[src/rtl/div_unit.sv]
// Multi-cycle signed 32-bit divider: restoring algorithm, one quotient bit per cycle.
// Strobe to completion pulse is 34 cycles; a new strobe always restarts the operation.
module div_unit (
    input  logic        clock,
    input  logic        reset,
    input  logic [31:0] data_operandA,
    input  logic [31:0] data_operandB,
    input  logic        ctrl_DIV,
    output logic [31:0] data_result,
    output logic        data_exception,
    output logic        data_resultRDY
);

    typedef enum logic [1:0] {IDLE, SETUP, RUN, DONE} state_t;

    state_t      state_reg;
    logic [31:0] a_reg;
    logic [31:0] b_reg;
    logic [31:0] quo_reg;      // holds |A| initially; quotient bits shift in from the LSB
    logic [31:0] mag_b_reg;
    logic [32:0] rem_reg;
    logic [4:0]  count_reg;
    logic        sign_reg;
    logic        divzero_reg;

    logic [33:0] shifted;
    logic [33:0] diff;
    logic [32:0] rem_next;
    logic [31:0] quo_next;
    logic [31:0] mag_a;
    logic [31:0] mag_b;
    logic [31:0] quo_signed;

    always_comb begin
        shifted = {rem_reg, quo_reg[31]};
        diff    = shifted - {2'b00, mag_b_reg};
        if (!diff[33]) begin
            rem_next = diff[32:0];
            quo_next = {quo_reg[30:0], 1'b1};
        end else begin
            rem_next = shifted[32:0];
            quo_next = {quo_reg[30:0], 1'b0};
        end
        // Negation of 0x80000000 wraps to itself, which is the desired magnitude.
        mag_a      = a_reg[31] ? (~a_reg + 32'd1) : a_reg;
        mag_b      = b_reg[31] ? (~b_reg + 32'd1) : b_reg;
        quo_signed = sign_reg ? (~quo_next + 32'd1) : quo_next;
    end

    always_ff @(posedge clock or posedge reset) begin
        if (reset) begin
            state_reg      <= IDLE;
            a_reg          <= '0;
            b_reg          <= '0;
            quo_reg        <= '0;
            mag_b_reg      <= '0;
            rem_reg        <= '0;
            count_reg      <= '0;
            sign_reg       <= 1'b0;
            divzero_reg    <= 1'b0;
            data_result    <= '0;
            data_exception <= 1'b0;
            data_resultRDY <= 1'b0;
        end else begin
            // The pulse follows the DONE state by one edge, so a strobe in DONE still gets it.
            data_resultRDY <= (state_reg == DONE);
            data_exception <= (state_reg == DONE) && divzero_reg;
            if (ctrl_DIV) begin
                a_reg     <= data_operandA;
                b_reg     <= data_operandB;
                count_reg <= '0;
                state_reg <= SETUP;
            end else begin
                case (state_reg)
                    IDLE: state_reg <= IDLE;
                    SETUP: begin
                        quo_reg     <= mag_a;
                        mag_b_reg   <= mag_b;
                        sign_reg    <= a_reg[31] ^ b_reg[31];
                        divzero_reg <= (b_reg == 32'd0);
                        rem_reg     <= '0;
                        state_reg   <= RUN;
                    end
                    RUN: begin
                        quo_reg   <= quo_next;
                        rem_reg   <= rem_next;
                        count_reg <= count_reg + 5'd1;
                        if (count_reg == 5'd31) begin
                            state_reg   <= DONE;
                            data_result <= divzero_reg ? 32'd0 : quo_signed;
                        end
                    end
                    DONE: state_reg <= IDLE;
                    default: state_reg <= IDLE;
                endcase
            end
        end
    end

endmodule

[config.mk]
export PLATFORM = sky130hd
export DESIGN_NAME = div_unit
export DESIGN_NICKNAME = d
export VERILOG_FILES = /design/src/rtl/div_unit.sv
export SDC_FILE = /design/constraint.sdc
export NUM_CORES = 1
export LEC_CHECK = 0
export CELL_PAD_IN_SITES_DETAIL_PLACEMENT = 0
export CELL_PAD_IN_SITES_GLOBAL_PLACEMENT = 2
export CORE_UTILIZATION = 37
export DETAILED_ROUTE_END_ITERATION = 16
export PLACE_DENSITY_LB_ADDON = 0.08
export SYNTH_ARGS = -nofsm -noshare
export SYNTH_HDL_FRONTEND = slang
export SYNTH_SLANG_ARGS = --single-unit
[constraint.sdc]
create_clock -name clock -period 8.9 [get_ports clock]
set_clock_uncertainty 0.15 [all_clocks]
set_input_delay 0.89 -clock clock [delete_from_list [all_inputs] [get_ports clock]]
set_output_delay 0.89 -clock clock [all_outputs]
set_load 0.05 [all_outputs]
==> results.ini <==
[worst_setup_path]
crit_required_ns = 9.18
rr_endpoint = data_result[28]$_DFFE_PP0P_
reg2reg_from = mag_b_reg[1]$_DFFE_PP0P_
critPathLaunchType = flip-flop
critPathKind = reg -> reg
crit_arrival_ns = 4.76
reg2reg_slack_ns = 4.42
worst-r2r-cell-count = 17
worstSetupEndpointType = flip-flop
crit_fanout = 5

[placement]
io_buffers = 100
pre_cts_ws_ns = 4.361
dp_hpwl_um = 21530
dpl.cell_count = 1694
gp_congestion = 0.7922

[timing]
setup_ws_ns = 4.415
hold_slack_ns = 0.3221
hold_viol_final = 0
setup_violations = 0
finalMaxSlewViolations = 0
period_minus_slack_ns = 4.485
fmax_ghz = 0.2230
tightestPinTransition_ns = 1.023
layout_worst_path_cycle_share_pct = 50.39
slew_headroom_pct = 31.78
rsz0062_at_grt = no
setup-tns-final_ns = 0

[clock_network]
clk_pin_slew_ns = 0.06
cts_hold_buf = 0
cts-buffers-inserted = 25
clk_latency_ns = 0.54
root_buffer = clkbuf_16
htreeDepth = 1
postCtsSetupRepairBufs = 0
cts_resized = 0
cts_tree = built
clock_sinks = 204
clockBufferDepth = 3

[grt]
grt_pass1_wl_um = 50040
grtUsageMet1_pct = 32.11
grt.overflow.total = 0
grt_use_total_pct = 19.12
met3_usage_pct = 2.526
grt_max_degree = 136
grt_pass1_vias = 8687
grt_antenna_before_repair = 3
grt_use_met2_pct = 25.07
busiest_layer = met1

[routing]
drt-pass1-iter-count = 4
drc = 0
via_per_inst = 5.251
vias = 9136
routed_wl_um = 30840
drtIter0Drc = 531
wire_per_inst_um = 17.73
ant_nets = 0

[logic_synthesis]
synth_seq_cells = 204
synth_area_leaders = dfrtp_1, mux2_2, xor2_1
synth_edf_count = 0
synth_area_um2 = 11810
ys_seq_area_share_pct = 43.22
yosysWarnings = 0
synth.distinct_cells = 63
synth_top_area_share_pct = 43.22
yosysTopAreaCell = dfrtp_1
netlist_instances = 1247
async_flop_share_pct = 100.0
synth_area_per_cell_um2 = 9.473
syn_nets = 1355
synth-main-ff-cell = dfrtp_1

[cells_and_area]
post_layout_nonfiller_instances = 1740
layout-drive-gt1-share_pct = 10.99
nNetsFinal = 1427
largest_reg_flops = 33
num_antenna_cells = 0
syn2layout_area_growth_pct = 18.93

[hold_path]
holdPathStages = 2
min_path_type = reg -> reg
hold_end = data_result[5]$_DFFE_PP0P_
min_from = data_result[5]$_DFFE_PP0P_

[floorplanning]
num_rows = 65
coreArea_um2 = 31470
dieArea_um2 = 32650
die-height_um = 180.7
initial_core_util_pct = 37.53
num_io_pins = 101
fp.dieW_um = 180.7

[power]
power.total_uw = 3520
p_leak_uw = 0.006149
peakVddDrop_uv = 121.2
power.density_nw_per_um2 = 250.5

[run]
drv_cap = 0

[status]
status = finished clean

## cell usage in the layout, fill, tap and decap left out, drive strengths merged, types with 14 or more instances in the layout
| cell type | instances |
|---|---|
| a21o | 15 |
| a21oi | 76 |
| a22o | 28 |
| and3 | 18 |
| buf | 14 |
| clkbuf | 32 |
| clkdlybuf4s50 | 99 |
| dfrtp | 204 |
| ha | 40 |
| inv | 46 |
| mux2 | 60 |
| nand2 | 163 |
| nand3 | 14 |
| nor2 | 58 |
| nor3 | 16 |
| o21ai | 128 |
| o31ai | 41 |
| o41ai | 15 |
| or3 | 15 |
| xnor2 | 43 |
| xor2 | 74 |
## layout make-up
type                    instances  area [um2]
clock inverters                14       178.9
well taps                     402       503.0
inverters                      45       176.4
multi-input cells             930        6280
repair buffers                113        1094
clock buffers                  32       711.9
flip-flops and latches        204        5105
fillers                      3055       17430
## where the power goes
group          leakage [uW]  switching [uW]  internal [uW]
Clock              0.000441             413            679
Sequential          0.00260             224           1080
Combinational       0.00311             646            474
Total               0.00615            1280           2240
## cells by family after synthesis
| logic type | Yosys count | synth area share [%] |
|---|---|---|
| xor+xnor | 117 | 8.675 |
| fa+ha+maj | 41 | 4.406 |
| simple gates | 350 | 14.17 |
| compound gates | 353 | 19.38 |
| buf+inv | 113 | 3.665 |
| flops | 204 | 43.22 |
| mux | 69 | 6.482 |
## stage by stage
stage | area [um2] | utilization, %
3_3_place_gp | 13160 | 41.80
6_report | 14050 | 44.64
5_1_grt | 14050 | 44.64
3_5_place_dp | 13160 | 41.80
2_1_floorplan | 11810 | -
4_1_cts | 14050 | 44.64
## critical path, stage by stage (launching register included)
cell and delay [ns]:
dfrtp_1 0.40, inv_1 0.06, ha_1 0.27, nor2b_1 0.12
o21a_1 0.18, a311o_1 0.46, a2111o_1 0.49, and2_1 0.22
a32o_1 0.26, inv_1 0.09, ha_1 0.22, nand3_1 0.16
or3_1 0.40, nor2_1 0.17, nand3_1 0.17, o41ai_2 0.28
xnor2_1 0.11, a22o_1 0.20
## worst max path at each step
stage | start | endpoint | slack (ns) | depth (start not counted)
floorplan | reset | a_reg[0]$_DFFE_PP0P_ | 2.29 | 1
global placement | mag_b_reg[1]$_DFFE_PP0P_ | data_result[30]$_DFFE_PP0P_ | 4.43 | 17
detailed placement | mag_b_reg[1]$_DFFE_PP0P_ | data_result[28]$_DFFE_PP0P_ | 4.36 | 17
CTS | mag_b_reg[1]$_DFFE_PP0P_ | data_result[28]$_DFFE_PP0P_ | 4.35 | 17
global route | mag_b_reg[1]$_DFFE_PP0P_ | data_result[28]$_DFFE_PP0P_ | 4.08 | 17
finish | mag_b_reg[1]$_DFFE_PP0P_ | data_result[28]$_DFFE_PP0P_ | 4.42 | 17
## metal layers
| metal | vias to the layer above | part of all wire [%] | wire length, um |
|---|---|---|---|
| met3 | 31 | 4.2 | 1302 |
| li1 | 4589 | - | - |
| met4 | 0 | 1.4 | 437 |
| met1 | 4344 | 57 | 17620 |
| met5 | - | 0 | 0 |
| met2 | 172 | 37 | 11490 |
## Yosys cell counts (4+ instances only)
master / instances
and3_1: 18
a21o_1: 15
nand2_1: 163
ha_1: 40
or3_1: 13
o41ai_1: 9
nor2_1: 58
nor4_1: 6
a32oi_1: 8
buf_2: 7
dfrtp_1: 204
nor3_1: 16
clkbuf_1: 54
a22o_1: 28
a211oi_1: 5
xnor2_1: 43
nor2b_1: 8
nand3_1: 14
and2_1: 7
or2_2: 7
o21bai_1: 5
inv_1: 45
o21ai_0: 125
nand2b_1: 10
buf_1: 7
nand4_1: 5
a31oi_1: 6
mux2i_1: 9
mux2_2: 60
or4_1: 10
o31ai_1: 38
xor2_1: 74
a21oi_1: 75
o41ai_2: 6
o21a_1: 4
(Power assumes the default switching activity.)
